### src/rtl/fetch_sequencer.sv
// fetch_sequencer: owns the fetch PC and turns stall/redirect inputs into one prioritized fetch action per negedge.
module fetch_sequencer #(
  parameter int P_PC_WIDTH = 16,
  parameter logic [P_PC_WIDTH-1:0] P_RESET_PC = '0,
  parameter int P_BR_BUBBLES = 2,
  parameter int P_CNT_WIDTH = 16
) (
  input  logic                   I_CLOCK,
  input  logic                   I_LOCK,
  input  logic [P_PC_WIDTH-1:0]  I_BranchPC,
  input  logic                   I_BranchAddrSelect,
  input  logic                   I_BranchStallSignal,
  input  logic                   I_DepStallSignal,
  input  logic                   I_GPUStallSignal,
  output logic                   O_LOCK,
  output logic [P_PC_WIDTH-1:0]  O_FetchPC,
  output logic                   O_Hold,
  output logic                   O_InsertNOP,
  output logic                   O_FE_Valid,
  output logic [1:0]             O_State,
  output logic [P_CNT_WIDTH-1:0] O_BrStallCnt,
  output logic [P_CNT_WIDTH-1:0] O_DepStallCnt
);
  typedef enum logic [1:0] {RUN, HOLD, BR_WAIT, BR_DRAIN} state_t;
  state_t state, state_n;
  logic [P_PC_WIDTH-1:0] pc, pc_n;
  logic [2:0] drain, drain_n;
  logic [P_CNT_WIDTH-1:0] br_cnt, dep_cnt;
  always_comb begin
    state_n = state;
    pc_n = pc;
    drain_n = drain;
    if (I_BranchAddrSelect) begin
      pc_n = I_BranchPC & ~P_PC_WIDTH'(3);
      state_n = RUN;
      drain_n = '0;
    end else if (I_GPUStallSignal | I_DepStallSignal)
      state_n = (state == RUN || state == HOLD) ? HOLD : state;
    else if (I_BranchStallSignal)
      state_n = BR_WAIT;
    else
      case (state)
        RUN: pc_n = pc + P_PC_WIDTH'(4);
        HOLD: state_n = RUN;
        BR_WAIT: begin
          state_n = BR_DRAIN;
          drain_n = 3'(P_BR_BUBBLES);
        end
        default: begin
          drain_n = drain - 3'd1;
          state_n = (drain == 3'd1) ? RUN : BR_DRAIN;
        end
      endcase
  end
  always_ff @(negedge I_CLOCK or negedge I_LOCK) begin
    if (!I_LOCK) begin
      state <= RUN;
      pc <= P_RESET_PC;
      drain <= '0;
      br_cnt <= '0;
      dep_cnt <= '0;
      O_LOCK <= 1'b0;
    end else begin
      state <= state_n;
      pc <= pc_n;
      drain <= drain_n;
      O_LOCK <= 1'b1;
      // counters saturate at all-ones rather than wrapping
      if ((state_n == BR_WAIT || state_n == BR_DRAIN) && !(&br_cnt))
        br_cnt <= br_cnt + P_CNT_WIDTH'(1);
      if (state_n == HOLD && !(&dep_cnt))
        dep_cnt <= dep_cnt + P_CNT_WIDTH'(1);
    end
  end
  assign O_FetchPC = pc;
  assign O_State = state;
  assign O_Hold = (state == HOLD) || (state == BR_WAIT);
  assign O_InsertNOP = (state == BR_DRAIN);
  assign O_FE_Valid = (state == RUN) || (state == HOLD);
  assign O_BrStallCnt = br_cnt;
  assign O_DepStallCnt = dep_cnt;
endmodule

### config.mk
export PLATFORM = sky130hd
export DESIGN_NAME = fetch_sequencer
export DESIGN_NICKNAME = d
export VERILOG_FILES = /design/src/rtl/fetch_sequencer.sv
export SDC_FILE = /design/constraint.sdc
export NUM_CORES = 1
export LEC_CHECK = 0
export ABC_AREA = 0
export CORE_UTILIZATION = 30
export DETAILED_ROUTE_END_ITERATION = 6
export GPL_TIMING_DRIVEN = 1
export PLACE_DENSITY = 0.63
export SYNTH_ARGS = -nofsm -noshare
export SYNTH_HDL_FRONTEND = slang
export SYNTH_SLANG_ARGS = --single-unit
### constraint.sdc
create_clock -name I_CLOCK -period 2.55 [get_ports I_CLOCK]
set_input_delay 0.51 -clock I_CLOCK [delete_from_list [all_inputs] [get_ports I_CLOCK]]
set_output_delay 0.51 -clock I_CLOCK [all_outputs]
set_load 0.02 [all_outputs]
Yosys cells after proc, flatten, opt, wreduce, memory -nomap -nowiden
Index checks and enable logic that the tools add are counted.
- add/subtract/negate cells: 4
- eq/ne operators: 10
- mux-type cells: 14
- bitwise gates (word level): 1
- reductions and logical operators: 14
- operators by type and width (kind ; number):
    16-bit two-way mux ; 4
    16-bit by 1-bit adder with 16-bit output, second input constant ; 2
    16-bit AND reduction ; 2
    16-bit by 3-bit adder with 16-bit output, second input constant ; 1
    2-bit two-way mux ; 5
    3-bit two-way mux ; 3
    2-bit == test, second input constant ; 4
    2-bit one-hot mux with 3 select lines ; 1
    3-bit one-hot mux with 2 select lines ; 1
    3-bit AND reduction ; 2
    2-bit by 1-bit == test with 1-bit output, second input constant ; 2
    2-bit != test, second input constant ; 2
    3-bit by 1-bit == test with 1-bit output, second input constant ; 1
    1-bit logical OR ; 3
    3-bit by 1-bit subtractor with 3-bit output, second input constant ; 1
    1-bit logical AND ; 2
    1-bit zero test ; 2
    2-bit zero test ; 1
    2-bit by 1-bit != test with 1-bit output, second input constant ; 1
    2-bit nonzero test ; 1
    2-bit OR reduction ; 1
    1-bit bitwise OR ; 1
- register bits: 54
- input bits: 22
- output and inout bits: 54

Longest topological paths before layout
- depth in word-level cells: 9
- gate-level depth with buffers: 7

==> run metrics <==
outcome finished with violations; violated checks setup timing; Seq/Total Area, Yosys 48.8%; Die X 96.3 um; commonest non-fill, non-tap cell in the layout buf_4; PortBufs 71; fill cell count 772; Setup TNS -17.59 ns; Fin Hold WS 0.501 ns; Final Hold Viols 0; Max VDD drop 461 uV; final worst-path setup slack -0.506 ns; top post-synthesis cells by area dfrtn_1 (49%), xor2_1 (7.6%), xnor2_1 (5.9%); share of cells above drive strength 1 50.1%; post-route clock skew 0.00717 ns; vias in the first global route 2375; CP Class register to output pin; flops & latches, synth 52; Syn Inst Count 255; Routed wire per std cell 13.3 um; commonest cells after routing, fill and taps aside buf_4 (79), buf_6 (67), dfrtn_1 (52); RSZ-0062 raised after global routing yes; PwrDens 563 mW/mm^2; Synth Area in Simple Gates 23.8%; Startpoint Class register; clock sink total 52; number of H-tree levels 2; leakage power 0.00225 uW; num ports 76; Post-Syn Area per Cell 10.5 sq um; Vias/cell 4.66; RePlAce Congestion 0.774; post-DP HPWL 4780 um; synthesis-to-finish area growth 79.5%; Worst Path Required 2.04 ns; residual DRC count 0; Tot Pwr 2700 uW; crit path DAT 2.55 ns; CP endpoint kind output pin; Final Util 55.1%; Most Crowded Layer GR met2; clock root buffer clkbuf_8; Yosys warning total 0; cell row count 34; global-route usage over all layers 15.5%; diode count 0; Post-Route WL 7090 um; initial antenna violation count 0; Synth top area share 48.8%; main combinational cell family by area after synthesis simple AND/OR/NAND/NOR gates; post-synth top area cell dfrtn_1; Final setup viols 100; Iter 0 DRT Violations 61; critical path fanouts, max 3; GRT met3 Usage 2.76%; Hold WC Path Type register to register; GR Layer Usage met2 26.7%; Final Max Tran Viols 0; CTS tree yes; Starting Density 30.7%; Layout Nets 456; mux contribution to synthesized area 1.22%; total grt overflow 0; xor and xnor fraction of the mapped netlist area 13.5%; CP max-delay cell dfrtn_1; most used cell, CP inv_2; post-synth cell types 42; global-route wire length before repair 11100 um; adder-cell share of the synthesized area 4.69%; Clock Path Buffers 2; core area 0.00868 sq mm; Mapped Area 0.00267 sq mm; # Max-Cap Violations 0; via count 2482; max incr delay on CP 0.47 ns; largest net degree at the start of global routing 25; complex-gate fraction of the synthesized area 5.87%; clk_lat worst skew 0.31 ns; worst slew pin tran 0.529 ns; Worst-path clk slew 0.07 ns; crit-path cells inv_2 > ha_4 > nor2_4 > inv_2 > buf_6; die area 0.00926 sq mm; Detail Route Antenna Nets 0; DR pass1 iterations 4; Die Y 96.3 um; Worst slew margin 64.6%; met1 GRT Util 20.0%; total CTS buffers 5
-- final timing paths --
path	startpoint	to	slack [ns]	cells past startpoint
max in group asynchronous	I_LOCK	O_State[1]	0.91	2
min in group asynchronous	I_LOCK	O_FetchPC[6]	1.21	1
max reg2reg	O_State[0]	O_BrStallCnt[12]	0.10	8
min reg2reg	drain[2]	drain[2]	0.50	2
max	O_State[0]	O_FE_Valid	-0.51	5
min	drain[2]	drain[2]	0.50	2
-- where the power goes --
group	switching (uW)	internal, uW	leakage [uW]
Sequential	78.5	944	0.000676
Combinational	465	577	0.00151
Clock	284	347	0.0000645
-- kinds of logic after synthesis --
| logic type | after synthesis |
|---|---|
| other | 2 |
| adders and majority gates | 10 |
| AOI/OAI and AO/OA | 26 |
| DFF | 52 |
| muxes | 3 |
| xor gates and xnor gates | 41 |
| buffers and inverters | 11 |
| and+or+nand+nor | 110 |
-- timing repair --
action / 4_1_cts / 5_1_grt
pin swaps: 52 / 26
setup buffers: 25 / 12
endpoints found under the setup margin: 103 / 102
gates resized for setup: 372 / 24
hold buffers: 0 / 0
-- critical path, delay by kind of cell (launching register included) --
| family | cells | cell delay (ns) |
|---|---|---|
| AND/OR/NAND/NOR | 1 | 0.10 |
| flip-flops | 1 | 0.47 |
| adder cells (fa/ha/maj) | 1 | 0.16 |
| buffers and inverters | 3 | 0.23 |
-- layer usage --
layer  part of all wire (%)  vias up
met1                     43     1194
li1                       -     1222
met5                      0        -
met3                    5.7        6
met4                   0.89        0
met2                     51       60
-- stage by stage --
stage / setup slack, ns / area (sq um) / instances
2_1_floorplan: -0.560 / 2810 / 256
3_3_place_gp: -1.16 / 4110 / 493
3_5_place_dp: -1.19 / 4110 / 493
4_1_cts: -0.515 / 4630 / 524
5_1_grt: -0.563 / 4780 / 533
6_report: -0.506 / 4780 / 533
-- cell type report --
cell class	count	area, sq um	share of cell area [%]
repair buffers	167	1580	33.1
well taps	108	135	2.82
clock inverters	1	30.0	0.628
clock buffers	7	96.3	2.01
inverters	5	18.8	0.392
flip-flops and latches	52	1300	27.2
multi-input cells	193	1620	33.9
-- flip-flops by register name (all words and copies together), names as in the netlist --
name           cells
O_State            2
O_LOCK             1
O_DepStallCnt     16
O_BrStallCnt      16
O_FetchPC         14
drain              3
-- Yosys cell counts --
cell type  count
a21o_1         1
o22ai_1        1
or4b_2         1
or2_2          2
buf_4          2
nor3b_1        1
ha_1          10
or4b_4         1
nor3_1         6
o211ai_1       1
a211oi_1       1
nand3_1       10
o21a_1         2
xnor2_1       18
xor2_1        23
inv_1          5
and4_1        11
clkbuf_1       4
nor4b_2        2
and2_1         2
mux2_2         2
or3b_1         1
dfrtn_1       52
nand2b_1       1
nor2_2         2
nor2b_1        2
nand3b_1       2
mux2i_1        1
and3_1        10
nor4_1         1
and4b_1        1
nand4_1       13
nand2_1       28
a211oi_2       1
a21oi_1        2
a31oi_1        1
conb_1         2
nor2_1        12
a32oi_1        1
or3_1          1
o21ai_0       14
o21ai_1        1
No activity file was read; power rests on OpenSTA's default activity.
